$ cat config.mk
export PLATFORM = sky130hd
export DESIGN_NAME = sdram_load_combiner
export DESIGN_NICKNAME = d
export VERILOG_FILES = /design/src/rtl/m92_pkg.sv /design/src/rtl/load_word_fifo.sv /design/src/rtl/sdram_load_combiner.sv
export SDC_FILE = /design/constraint.sdc
export NUM_CORES = 1
export LEC_CHECK = 0
export CORE_UTILIZATION = 55
export CTS_BUF_LIST = sky130_fd_sc_hd__clkbuf_8
export DETAILED_ROUTE_END_ITERATION = 6
export MAX_ROUTING_LAYER = met4
export PLACE_DENSITY = 0.85
export SYNTH_ARGS = -nofsm -noshare
export SYNTH_HDL_FRONTEND = slang
export SYNTH_SLANG_ARGS = --single-unit
export TNS_END_PERCENT = 10
$ cat constraint.sdc
create_clock -name ram_clk -period 8.9 [get_ports ram_clk]
set_clock_uncertainty 0.05 [all_clocks]
set_input_delay 1.335 -clock ram_clk [delete_from_list [all_inputs] [get_ports ram_clk]]
set_output_delay 1.335 -clock ram_clk [all_outputs]
set_load 0.01 [all_outputs]
$ cat src/rtl/m92_pkg.sv
// Shared types for the SDRAM load combiner: address/data widths, the queued
// word format and the output sequencer states.
package m92_pkg;

    localparam int unsigned SDR_ADDR_W = 25;
    localparam int unsigned SDR_DATA_W = 16;

    // Word-aligned write: byte address bit 0 is implied zero.
    typedef struct packed {
        logic [SDR_ADDR_W-1:1] addr;
        logic [SDR_DATA_W-1:0] data;
        logic [1:0]            be;
    } load_word_t;

    typedef enum logic {
        OUT_IDLE,
        OUT_WAIT
    } out_state_e;

    function automatic logic [SDR_DATA_W-1:0] merge_lanes(
        input logic [SDR_DATA_W-1:0] old_data,
        input logic [SDR_DATA_W-1:0] new_data,
        input logic [1:0]            be
    );
        logic [SDR_DATA_W-1:0] res;
        res = old_data;
        if (be[0]) res[7:0]  = new_data[7:0];
        if (be[1]) res[15:8] = new_data[15:8];
        return res;
    endfunction

endpackage

$ cat src/rtl/load_word_fifo.sv
// Synchronous FIFO of merged SDRAM words; depth must be a power of two so the
// pointers wrap naturally.
module load_word_fifo
    import m92_pkg::*;
#(
    parameter int unsigned DEPTH = 8
) (
    input  logic       clk_i,
    input  logic       rst_i,
    input  logic       push_i,
    input  load_word_t wdata_i,
    input  logic       pop_i,
    output load_word_t rdata_o,
    output logic       full_o,
    output logic       empty_o
);

    localparam int unsigned AW = $clog2(DEPTH);
    localparam logic [AW:0] FULL_CNT = (AW+1)'(DEPTH);

    load_word_t    mem_q [DEPTH];
    logic [AW-1:0] wr_ptr_q;
    logic [AW-1:0] rd_ptr_q;
    logic [AW:0]   count_q;
    logic          do_push;
    logic          do_pop;

    assign full_o  = (count_q == FULL_CNT);
    assign empty_o = (count_q == '0);
    assign do_push = push_i && !full_o;
    assign do_pop  = pop_i && !empty_o;
    assign rdata_o = mem_q[rd_ptr_q];

    always_ff @(posedge clk_i) begin
        if (do_push) begin
            mem_q[wr_ptr_q] <= wdata_i;
        end
    end

    always_ff @(posedge clk_i) begin
        if (rst_i) begin
            wr_ptr_q <= '0;
            rd_ptr_q <= '0;
            count_q  <= '0;
        end else begin
            if (do_push) wr_ptr_q <= wr_ptr_q + AW'(1);
            if (do_pop)  rd_ptr_q <= rd_ptr_q + AW'(1);
            unique case ({do_push, do_pop})
                2'b10:   count_q <= count_q + (AW+1)'(1);
                2'b01:   count_q <= count_q - (AW+1)'(1);
                default: count_q <= count_q;
            endcase
        end
    end

endmodule

$ cat src/rtl/sdram_load_combiner.sv
// Merges loader byte writes into 16-bit SDRAM words, queues them and issues
// them to the controller with a level request / pulse acknowledge.
module sdram_load_combiner
    import m92_pkg::*;
#(
    parameter int unsigned FIFO_DEPTH   = 8,
    parameter int unsigned FLUSH_CYCLES = 64,
    parameter int unsigned SYNC_STAGES  = 2
) (
    input  logic                  ram_clk,
    input  logic                  reset,
    input  logic                  load_rq,
    output logic                  load_ack,
    input  logic [SDR_ADDR_W-1:0] load_addr,
    input  logic [SDR_DATA_W-1:0] load_data,
    input  logic [1:0]            load_be,
    input  logic                  flush,
    output logic                  busy,
    output logic [SDR_ADDR_W-1:0] sdr_addr,
    output logic [SDR_DATA_W-1:0] sdr_data,
    output logic [1:0]            sdr_be,
    output logic                  sdr_req,
    input  logic                  sdr_ack
);

    localparam int unsigned CNT_W = $clog2(FLUSH_CYCLES + 1);
    localparam logic [CNT_W-1:0] CNT_MAX = CNT_W'(FLUSH_CYCLES - 1);

    logic [SYNC_STAGES-1:0] rq_sync_q;
    logic                   rq_s;
    logic                   load_ack_q, load_ack_d;

    logic                  pend_valid_q, pend_valid_d;
    logic [SDR_ADDR_W-1:1] pend_addr_q,  pend_addr_d;
    logic [SDR_DATA_W-1:0] pend_data_q,  pend_data_d;
    logic [1:0]            pend_be_q,    pend_be_d;
    logic                  flush_held_q, flush_held_d;
    logic [CNT_W-1:0]      idle_cnt_q,   idle_cnt_d;

    out_state_e            state_q, state_d;
    logic                  sdr_req_q,  sdr_req_d;
    logic [SDR_ADDR_W-1:0] sdr_addr_q, sdr_addr_d;
    logic [SDR_DATA_W-1:0] sdr_data_q, sdr_data_d;
    logic [1:0]            sdr_be_q,   sdr_be_d;

    logic       outstanding, hit, timeout, nc_push_req, capture, push, pop;
    logic       fifo_full, fifo_empty;
    load_word_t push_word, head_word;
    logic       unused_addr_bit0;

    assign unused_addr_bit0 = load_addr[0];

    assign rq_s        = rq_sync_q[SYNC_STAGES-1];
    assign outstanding = rq_s ^ load_ack_q;
    assign hit         = pend_valid_q && (load_addr[SDR_ADDR_W-1:1] == pend_addr_q);
    assign timeout     = (idle_cnt_q == CNT_MAX);
    assign nc_push_req = pend_valid_q &&
                         ((pend_be_q == 2'b11) || flush || flush_held_q || timeout);
    // Only a miss needs FIFO space; a hit merges even while the FIFO is full.
    assign capture     = outstanding && (!pend_valid_q || hit || !fifo_full);
    assign push        = pend_valid_q && !fifo_full && ((capture && !hit) || nc_push_req);
    assign push_word   = '{addr: pend_addr_q, data: pend_data_q, be: pend_be_q};

    always_comb begin
        load_ack_d   = load_ack_q;
        pend_valid_d = pend_valid_q;
        pend_addr_d  = pend_addr_q;
        pend_data_d  = pend_data_q;
        pend_be_d    = pend_be_q;
        flush_held_d = (flush_held_q || (flush && pend_valid_q)) && !push;
        idle_cnt_d   = idle_cnt_q;

        if (capture) begin
            load_ack_d   = rq_s;
            pend_valid_d = 1'b1;
            pend_addr_d  = load_addr[SDR_ADDR_W-1:1];
            // A hit that coincides with a push of the old word starts a fresh word.
            if (hit && !push) begin
                pend_data_d = merge_lanes(pend_data_q, load_data, load_be);
                pend_be_d   = pend_be_q | load_be;
            end else begin
                pend_data_d = merge_lanes('0, load_data, load_be);
                pend_be_d   = load_be;
            end
        end else if (push) begin
            pend_valid_d = 1'b0;
            pend_be_d    = '0;
        end

        if (capture || push || !pend_valid_q) begin
            idle_cnt_d = '0;
        end else if (!outstanding && !timeout) begin
            idle_cnt_d = idle_cnt_q + CNT_W'(1);
        end
    end

    always_ff @(posedge ram_clk) begin
        if (reset) begin
            rq_sync_q    <= '0;
            load_ack_q   <= 1'b0;
            pend_valid_q <= 1'b0;
            pend_addr_q  <= '0;
            pend_data_q  <= '0;
            pend_be_q    <= '0;
            flush_held_q <= 1'b0;
            idle_cnt_q   <= '0;
        end else begin
            rq_sync_q[0] <= load_rq;
            for (int unsigned i = 1; i < SYNC_STAGES; i++) begin
                rq_sync_q[i] <= rq_sync_q[i-1];
            end
            load_ack_q   <= load_ack_d;
            pend_valid_q <= pend_valid_d;
            pend_addr_q  <= pend_addr_d;
            pend_data_q  <= pend_data_d;
            pend_be_q    <= pend_be_d;
            flush_held_q <= flush_held_d;
            idle_cnt_q   <= idle_cnt_d;
        end
    end

    load_word_fifo #(
        .DEPTH (FIFO_DEPTH)
    ) u_fifo (
        .clk_i   (ram_clk),
        .rst_i   (reset),
        .push_i  (push),
        .wdata_i (push_word),
        .pop_i   (pop),
        .rdata_o (head_word),
        .full_o  (fifo_full),
        .empty_o (fifo_empty)
    );

    always_comb begin
        state_d    = state_q;
        sdr_req_d  = sdr_req_q;
        sdr_addr_d = sdr_addr_q;
        sdr_data_d = sdr_data_q;
        sdr_be_d   = sdr_be_q;
        pop        = 1'b0;

        unique case (state_q)
            OUT_IDLE: begin
                if (!fifo_empty) begin
                    pop        = 1'b1;
                    sdr_addr_d = {head_word.addr, 1'b0};
                    sdr_data_d = head_word.data;
                    sdr_be_d   = head_word.be;
                    sdr_req_d  = 1'b1;
                    state_d    = OUT_WAIT;
                end
            end
            OUT_WAIT: begin
                if (sdr_ack) begin
                    if (!fifo_empty) begin
                        pop        = 1'b1;
                        sdr_addr_d = {head_word.addr, 1'b0};
                        sdr_data_d = head_word.data;
                        sdr_be_d   = head_word.be;
                    end else begin
                        sdr_req_d = 1'b0;
                        state_d   = OUT_IDLE;
                    end
                end
            end
        endcase
    end

    always_ff @(posedge ram_clk) begin
        if (reset) begin
            state_q    <= OUT_IDLE;
            sdr_req_q  <= 1'b0;
            sdr_addr_q <= '0;
            sdr_data_q <= '0;
            sdr_be_q   <= '0;
        end else begin
            state_q    <= state_d;
            sdr_req_q  <= sdr_req_d;
            sdr_addr_q <= sdr_addr_d;
            sdr_data_q <= sdr_data_d;
            sdr_be_q   <= sdr_be_d;
        end
    end

    assign load_ack = load_ack_q;
    assign sdr_req  = sdr_req_q;
    assign sdr_addr = sdr_addr_q;
    assign sdr_data = sdr_data_q;
    assign sdr_be   = sdr_be_q;
    assign busy     = pend_valid_q | !fifo_empty | sdr_req_q | outstanding;

endmodule

==> results.json, run 1 <==
{
  "p_sw_share_pct": 26.95,
  "hp-class": "flip-flop to flip-flop",
  "peakVddDrop_uv": 404.2,
  "slew_headroom_pct": 35.25,
  "viasPerCell": 5.925,
  "critical_path.max_fanout": 16,
  "synth_edf_count": 336,
  "antenna_found_initial": 0,
  "syn-cell-area_um2": 17020,
  "vias": 9053,
  "clkSinkCount": 447,
  "p_sw_uw": 1347,
  "grt_pass1_vias": 9250,
  "grt_max_degree": 90,
  "critical-path-top-delay-family": "simple AND/OR/NAND/NOR gates",
  "setup_violations": 0,
  "grt.busiest_layer": "met2",
  "die-area_um2": 31660,
  "crit_chain": "clkdlybuf4s50_1, xnor2_1, nand4_1, nor4_4, a21o_1, ha_1, xor2_1, ha_1, a21oi_1, xor2_1, or3_1, a21oi_1",
  "track_usage_pct": 23.14,
  "fmax_ghz": 0.2187,
  "period_share_pct": 51.38,
  "final-hold-violation-count": 0,
  "cts_max_level": 3,
  "wl_per_cell_um": 22.56,
  "root_buffer": "clkbuf_8",
  "cts_tree": "built",
  "clk_pin_slew_ps": 60,
  "syn_inst": 960,
  "postLayoutCellArea_um2": 19590,
  "holdPathStages": 1,
  "drc_errors": 0,
  "p_seq_share_pct": 49.9,
  "postRouteAntennaNets": 0,
  "synth_ff_type": "edfxtp_1",
  "grt_overflow_total": 0,
  "rr_worst_depth": 11,
  "slew_violations": 0,
  "intPower_uw": 3650,
  "max_stage_delay_ps": 600,
  "drive_gt1_share_pct": 18.11,
  "synth_cell_type_count": 45,
  "row_count": 64,
  "async_flop_share_pct": 0,
  "worst-path-buf-inv": 1,
  "dp_hpwl_mm": 19.77,
  "yosys_warnings": 0,
  "finalCriticalPeriod_ps": 4573,
  "gr-usage-met1_pct": 29.91,
  "port_buffers": 91,
  "fill_cells": 2032,
  "dpl_cell_area_um2": 18370,
  "floorplan.initialDensity_pct": 55.79,
  "die_x_um": 177.9,
  "die_y_um": 177.9,
  "critPathCaptureType": "flip-flop",
  "cp.depth": 12,
  "cp_slowest_cell": "a21o_1",
  "path_class": "input port to flip-flop",
  "rsz0062_at_grt": "false",
  "setup_tns_ps": 0,
  "total_power_uw": 4997,
  "dr.pass1.iters": 7,
  "use_met2_pct": 37.03,
  "diodes": 0,
  "p_clk_share_pct": 30.6,
  "crit_required_ps": 9350,
  "pin_count": 94,
  "core_um2": 30510,
  "cts_setup_buffers": 0,
  "cap_viol_max_count": 0,
  "tightest_slew_ps": 971.3,
  "layout.nets": 1138,
  "global_route.usage.met3_pct": 3.663,
  "syn_area_per_cell_um2": 17.73,
  "yosysSeqAreaShare_pct": 72.33,
  "critPathArrivalTime_ps": 5020,
  "cts_buffers": 68,
  "wl_mm": 34.47,
  "p_leak_uw": 0.006632,
  "yosys_register_bits": 447,
  "status": "completed",
  "area_delta_synth_final_pct": 15.09,
  "combPwrFrac_pct": 19.5,
  "clk_path_buf_depth": 3,
  "clk_latency_ps": 590,
  "synth_nets": 1014,
  "postCtsHoldBufs": 0,
  "startpoint_type": "input port",
  "cts_resized": 0,
  "first_iter_violations": 871,
  "gp_congestion": 0.7771,
  "grt_pass1_wl_mm": 51.84,
  "p_per_area_nw_per_um2": 255.1
}
placed cells by master, fill, tap and decap left out, types with 4 or more instances in the layout:
master | netlist | final
clkdlybuf4s50_1 | 0 | 90
a211oi_1 | 43 | 43
buf_4 | 2 | 20
nor2_1 | 93 | 92
a32o_1 | 8 | 8
nor3_1 | 6 | 4
nor2b_1 | 5 | 4
inv_1 | 7 | 35
clkbuf_8 | 0 | 74
xor2_1 | 10 | 10
nand3_1 | 8 | 8
and3_1 | 11 | 9
a21oi_1 | 8 | 8
dfxtp_1 | 111 | 108
xnor2_1 | 28 | 28
mux2i_1 | 71 | 71
mux4_2 | 84 | 84
clkinv_1 | 0 | 7
nand2_1 | 21 | 21
o21ai_0 | 5 | 5
o32ai_1 | 8 | 8
nand4_1 | 10 | 10
ha_1 | 6 | 6
clkinv_2 | 0 | 6
edfxtp_1 | 336 | 336
layer usage:
metal | up-vias | wire [um]
met5 | - | 0
met1 | 4591 | 14240
met3 | 78 | 2001
li1 | 4043 | -
met4 | 0 | 1031
met2 | 341 | 17200
stage by stage:
stage          util [%]  instances  hold WS, ps  setup WS [ps]
3_3_place_gp      60.20       1410        370.5           3913
5_1_grt           64.21       1528        414.7           4177
2_1_floorplan         -        960        363.8           1886
3_5_place_dp      60.20       1410        378.5           3806
6_report          64.21       1528        389.5           4327
4_1_cts           64.21       1528        392.9           4398
Yosys cell counts (4+ instances only):
| master | n | area (um^2) |
|---|---|---|
| a211oi_1 | 43 | 322.8 |
| a21oi_1 | 8 | 40.04 |
| a32o_1 | 8 | 80.08 |
| and3_1 | 11 | 68.82 |
| buf_1 | 11 | 41.29 |
| buf_2 | 13 | 65.06 |
| buf_6 | 4 | 45.04 |
| clkbuf_1 | 26 | 97.59 |
| dfxtp_1 | 111 | 2222 |
| edfxtp_1 | 336 | 10090 |
| ha_1 | 6 | 75.07 |
| inv_1 | 7 | 26.28 |
| mux2i_1 | 71 | 710.7 |
| mux4_2 | 84 | 1892 |
| nand2_1 | 21 | 78.83 |
| nand3_1 | 8 | 40.04 |
| nand4_1 | 10 | 62.56 |
| nor2_1 | 93 | 349.1 |
| nor2b_1 | 5 | 31.28 |
| nor3_1 | 6 | 30.03 |
| o21ai_0 | 5 | 25.02 |
| o32ai_1 | 8 | 70.07 |
| xnor2_1 | 28 | 245.2 |
| xor2_1 | 10 | 87.58 |
sequential cells by signal, summed over array words and instances, names as in the netlist, 4 cells and up, named ones only:
register        cells
u_fifo.mem_q      336
pend_addr_q        24
sdr_addr           24
pend_data_q        16
sdr_data           16
idle_cnt_q          7
u_fifo.count_q      4
logic make-up after synthesis:
| family | Yosys count | share of synthesized area (%) |
|---|---|---|
| compound gates | 83 | 3.683 |
| buf+inv | 63 | 1.705 |
| mux | 155 | 15.29 |
| other cells | 1 | 0.02203 |
| flops | 447 | 72.33 |
| simple gates | 167 | 4.579 |
| fa+ha+maj | 6 | 0.4410 |
| xor+xnor | 38 | 1.955 |
worst paths after layout:
| path | startpoint | to | slack (ps) |
|---|---|---|---|
| worst max-delay path | load_addr[23] | u_fifo.count_q[2] | 4330 |
| worst min-delay path | rq_sync_q[0] | rq_sync_q[1] | 390 |
| worst max register to register | pend_addr_q[18] | u_fifo.count_q[2] | 5110 |
| worst min register to register | rq_sync_q[0] | rq_sync_q[1] | 390 |
power groups by stage:
stage / combinational [uW] / clock, uW / sequential [uW]
6_report: 977 / 1530 / 2490
5_1_grt: 1050 / 1630 / 2510
4_1_cts: 988 / 1550 / 2500
3_5_place_dp: 984 / 0 / 2540
3_3_place_gp: 956 / 0 / 2530
2_1_floorplan: 689 / 0 / 2490
layout make-up:
class | count | area (um^2) | share of cell area (%)
inverters | 7 | 26.28 | 0.1341
well taps | 396 | 495.5 | 2.529
clock buffers | 74 | 1018 | 5.199
flip-flops and latches | 447 | 12320 | 62.89
multi-input cells | 450 | 4473 | 22.83
clock inverters | 44 | 206.4 | 1.054
repair buffers | 110 | 1051 | 5.365
No activity file was read; power rests on OpenSTA's default activity.
==> run 2: changes to the inputs <==
==> constraint.sdc (replaced) <==
create_clock -name ram_clk -period 4.35 [get_ports ram_clk]
set_clock_uncertainty 0.05 [all_clocks]
set_input_delay 0.6525 -clock ram_clk [delete_from_list [all_inputs] [get_ports ram_clk]]
set_output_delay 0.6525 -clock ram_clk [all_outputs]
set_load 0.01 [all_outputs]
==> run 2 against run 1 <==
  * Clock-buffer cell count is 5 higher
  * Power rose by 110%
  * Via count decreased by 0.89%
  * Combinational power up 100%
  * Sequential cell count unchanged
  * Clock power up 120%
  * Critical endpoint unchanged
  * Largest cell class unchanged
  * Largest power group unchanged
==> results.json, run 2 (synthesis gave the netlist of run 1 again) <==
{
  "status": "completed",
  "p_clk_share_pct": 32.6,
  "port_buffers": 91,
  "first_iter_violations": 675,
  "fmax_ghz": 0.3021,
  "layout.nets": 1144,
  "dr.pass1.iters": 5,
  "largest_reg_flops": 336,
  "pin_count": 94,
  "cts_tree": "built",
  "final-hold-violation-count": 0,
  "viasPerCell": 5.818,
  "cap_viol_max_count": 0,
  "drc_errors": 0,
  "hp-class": "flip-flop to flip-flop",
  "global_route.usage.met3_pct": 5.184,
  "intPower_uw": 7769,
  "clk_path_buf_depth": 3,
  "cts_setup_buffers": 0,
  "reg2reg_from": "pend_addr_q[19]",
  "track_usage_pct": 22.81,
  "grt_pass1_vias": 9415,
  "postCtsHoldBufs": 0,
  "crit_chain": "clkdlybuf4s50_1, xnor2_1, nand4_1, nor4_4, a21o_1, ha_1, xor2_1, ha_1, a21oi_1, xor2_1, or3_1, a21oi_1",
  "diodes": 0,
  "p_seq_share_pct": 48.6,
  "slew_violations": 0,
  "setup_violations": 0,
  "path_class": "input port to flip-flop",
  "gp_congestion": 0.7925,
  "gr-usage-met1_pct": 28.58,
  "core_um2": 30510,
  "fin_util_pct": 65.08,
  "critPathCaptureType": "flip-flop",
  "cts_resized": 0,
  "dp_hpwl_mm": 19.89,
  "worst-path-buf-inv": 1,
  "die_y_um": 177.9,
  "setup_tns_ps": 0,
  "grt_overflow_total": 0,
  "row_count": 64,
  "combPwrFrac_pct": 18.8,
  "slew_headroom_pct": 25.01,
  "p_sw_share_pct": 26.36,
  "wl_per_cell_um": 21.84,
  "vias": 8972,
  "hold_ws_ps": 395.9,
  "root_buffer": "clkbuf_8",
  "clk_pin_slew_ps": 60,
  "p_per_area_nw_per_um2": 531.3,
  "critPathArrivalTime_ps": 3760,
  "min-delay-start": "rq_sync_q[0]",
  "period_share_pct": 76.11,
  "top_register": "u_fifo.mem_q",
  "finalCriticalPeriod_ps": 3311,
  "peakVddDrop_uv": 570.9,
  "clk_latency_ps": 570,
  "die_x_um": 177.9,
  "grt_pass1_wl_mm": 51.85,
  "critical_path.max_fanout": 5,
  "use_met2_pct": 37.06,
  "startpoint_type": "input port",
  "wl_mm": 33.68,
  "floorplan.initialDensity_pct": 55.79,
  "cts_max_level": 3,
  "postRouteAntennaNets": 0,
  "grt.busiest_layer": "met2",
  "place_inst": 1415,
  "die-area_um2": 31660,
  "p_leak_uw": 0.006734,
  "final_cell_mix": "edfxtp_1, dfxtp_1, nor2_1",
  "stdcell_count": 1542,
  "tightest_slew_ps": 1125,
  "drive_gt1_share_pct": 19.02,
  "rsz0062_at_grt": "false",
  "worstSetupStartpoint": "load_addr[1]",
  "cp_slowest_cell": "nor4_4",
  "cts_buffers": 69,
  "clkSinkCount": 447,
  "area_delta_synth_final_pct": 16.65,
  "critical-path-top-delay-family": "simple AND/OR/NAND/NOR gates",
  "max_stage_delay_ps": 510,
  "final_common_cell": "edfxtp_1",
  "grt_max_degree": 62,
  "crit_required_ps": 4800,
  "antenna_found_initial": 0,
  "p_sw_uw": 2781
}
-- run 2: cell types whose count changed in the layout (fill, tap and decap cells not counted), sizes merged --
cell      delta
clkbuf       +5
inv          -2
clkinv       +2
buf          +5
clkinvlp     +1
bufinv       +3
-- run 2: final cells by class --
cell class              count  area, um^2
clock inverters            48       306.5
flip-flops and latches    447       12320
multi-input cells         450        4482
repair buffers            115        1139
clock buffers              79        1087
fillers                  1992       10650
inverters                   7       26.28
well taps                 396       495.5
-- run 2: power groups by stage --
stage / sequential (uW) / combinational (uW) / clock, uW
after detailed placement: 5220 / 2010 / 0
after global placement: 5210 / 1950 / 0
after floorplan: 5090 / 1410 / 0
after global routing: 5170 / 2160 / 3680
final: 5130 / 1980 / 3440
after CTS: 5140 / 2020 / 3510
-- run 2: through the flow --
step	power, uW	worst slack, ps	cell area, um^2
3_5_place_dp	7230	478.0	18460
4_1_cts	10670	1091	19860
2_1_floorplan	6500	-1689	17030
6_report	10550	1039	19860
5_1_grt	11010	746.1	19860
3_3_place_gp	7156	581.4	18460
-- run 2: final timing paths --
path / to / depth (start not counted) / slack, ps
worst max register to register: u_fifo.count_q[2] / 11 / 1120
worst max-delay path: u_fifo.count_q[2] / 12 / 1040
worst min register to register: rq_sync_q[1] / 1 / 400
worst min-delay path: rq_sync_q[1] / 1 / 400
-- run 2: metal layers --
| layer | wire length [um] | vias to the layer above |
|---|---|---|
| li1 | - | 4068 |
| met1 | 13610 | 4520 |
| met2 | 17050 | 323 |
| met3 | 2268 | 61 |
| met4 | 741 | 0 |
| met5 | 0 | - |
==> run 3: changes to the inputs <==
==> constraint.sdc (replaced) <==
create_clock -name ram_clk -period 3.26 [get_ports ram_clk]
set_clock_uncertainty 0.05 [all_clocks]
set_input_delay 0.489 -clock ram_clk [delete_from_list [all_inputs] [get_ports ram_clk]]
set_output_delay 0.489 -clock ram_clk [all_outputs]
set_load 0.01 [all_outputs]
==> run 3 against run 2 <==
  * Final cell count is 0.78% higher
  * Non-clock buffer count is 17 higher
  * Worst hold slack worse by 24 ps
  * First-iteration DRC count is 30% higher
  * Critical path depth is 9 lower
  * Clock power is 29% higher
  * Register-to-register slack worse by 800 ps
  * Power is 33% higher
  * Sequential cell count stayed put
  * Sequential share of layout area is 0.66 points lower
  * Wire length is 3.5% higher
  * Core utilization is 0.71 points higher
==> results.json, run 3 (synthesis gave the netlist of run 1 again) <==
{
  "status": "completed",
  "final_cell_mix": "edfxtp_1, dfxtp_1, nor2_1",
  "drc_errors": 0,
  "p_seq_share_pct": 48.3,
  "gp_congestion": 0.8251,
  "diodes": 0,
  "viasPerCell": 5.900,
  "critPathCaptureType": "output port",
  "root_buffer": "clkbuf_8",
  "track_usage_pct": 23.58,
  "cap_viol_max_count": 0,
  "dr.pass1.iters": 5,
  "wl_mm": 34.86,
  "slew_headroom_pct": 45.95,
  "p_clk_share_pct": 31.7,
  "wl_per_cell_um": 22.43,
  "clk_latency_ps": 570,
  "top_register": "u_fifo.mem_q",
  "hp-class": "input port to flip-flop",
  "p_sw_share_pct": 26.42,
  "peakVddDrop_uv": 559.9,
  "setup_violations": 0,
  "final_common_cell": "edfxtp_1",
  "intPower_uw": 10320,
  "vias": 9168,
  "cts_resized": 0,
  "grt_overflow_total": 0,
  "drive_gt1_share_pct": 20.12,
  "combPwrFrac_pct": 20.0,
  "postCtsHoldBufs": 0,
  "fmax_ghz": 0.3325,
  "slew_violations": 0,
  "crit_required_ps": 2720,
  "cts_setup_buffers": 0,
  "stdcell_count": 1554,
  "critical_path.max_fanout": 7,
  "grt_pass1_wl_mm": 53.14,
  "rsz0062_at_grt": "false",
  "row_count": 64,
  "area_delta_synth_final_pct": 17.92,
  "postRouteAntennaNets": 0,
  "die_x_um": 177.9,
  "largest_reg_flops": 336,
  "place_inst": 1432,
  "antenna_found_initial": 0,
  "layout.nets": 1160,
  "pin_count": 94,
  "port_buffers": 91,
  "cts_tree": "built",
  "floorplan.initialDensity_pct": 55.79,
  "p_leak_uw": 0.006832,
  "final-hold-violation-count": 0,
  "postLayoutCellArea_um2": 20070,
  "period_share_pct": 92.25,
  "grt_max_degree": 51,
  "grt_pass1_vias": 9483,
  "cts_buffers": 68,
  "core_um2": 30510,
  "p_sw_uw": 3705,
  "die_y_um": 177.9,
  "path_class": "flip-flop to output port",
  "p_per_area_nw_per_um2": 698.6,
  "die-area_um2": 31660,
  "clkSinkCount": 447,
  "cts_max_level": 3,
  "dpl_cell_area_um2": 18740,
  "tightest_slew_ps": 809.8,
  "hold_ws_ps": 371.4,
  "critPathArrivalTime_ps": 2470,
  "dp_hpwl_mm": 20.73,
  "finalCriticalPeriod_ps": 3007,
  "startpoint_type": "flip-flop",
  "clk_pin_slew_ps": 60,
  "first_iter_violations": 879,
  "clk_path_buf_depth": 3
}
==> run 3: power by group through the flow <==
stage / registers [uW] / clock network [uW] / logic [uW]
finish: 6770 / 4450 / 2800
global route: 6820 / 4780 / 3030
CTS: 6780 / 4540 / 2840
detailed placement: 6890 / 0 / 2820
global placement: 6870 / 0 / 2740
floorplan: 6790 / 0 / 1880
==> run 3: per-stage QoR <==
step	setup WS, ps	utilization, %	TNS, ps	power, uW
finish	252.7	65.79	0	14020
detailed placement	-69.35	61.42	-69.35	9705
global placement	9.343	61.42	0	9612
global route	168.2	65.79	0	14630
CTS	265.2	65.79	0	14150
floorplan	-390.1	-	-39680	8676
==> run 3: worst max-delay path: stages (launching register included) <==
cell             delay [ps]
dfxtp_1                 380
nor4_2                  680
nand3_1                 290
clkdlybuf4s50_1         560
==> run 3: worst paths after layout <==
kind	start	to	slack [ps]	depth (start not counted)
worst max register to register	pend_addr_q[13]	u_fifo.count_q[2]	320	11
worst min-delay path	reset	pend_addr_q[17]	370	2
worst max-delay path	u_fifo.count_q[0]	busy	250	3
worst min register to register	idle_cnt_q[6]	idle_cnt_q[6]	430	2
==> run 3: area by class of cell <==
cell class              count  area, um^2
repair buffers            132        1379
well taps                 396       495.5
multi-input cells         450        4516
fillers                  1979       10440
flip-flops and latches    447       12320
clock inverters            43       246.5
clock buffers              79        1087
inverters                   7       26.28
==> run 3: per-layer routing <==
metal | GRT usage, % | share of wire (%) | up-vias
met2 | 38.76 | 52 | 341
met3 | 4.263 | 6.5 | 69
li1 | - | - | 4079
met5 | - | 0 | -
met4 | 8.725 | 2.6 | 0
met1 | 29.36 | 39 | 4679
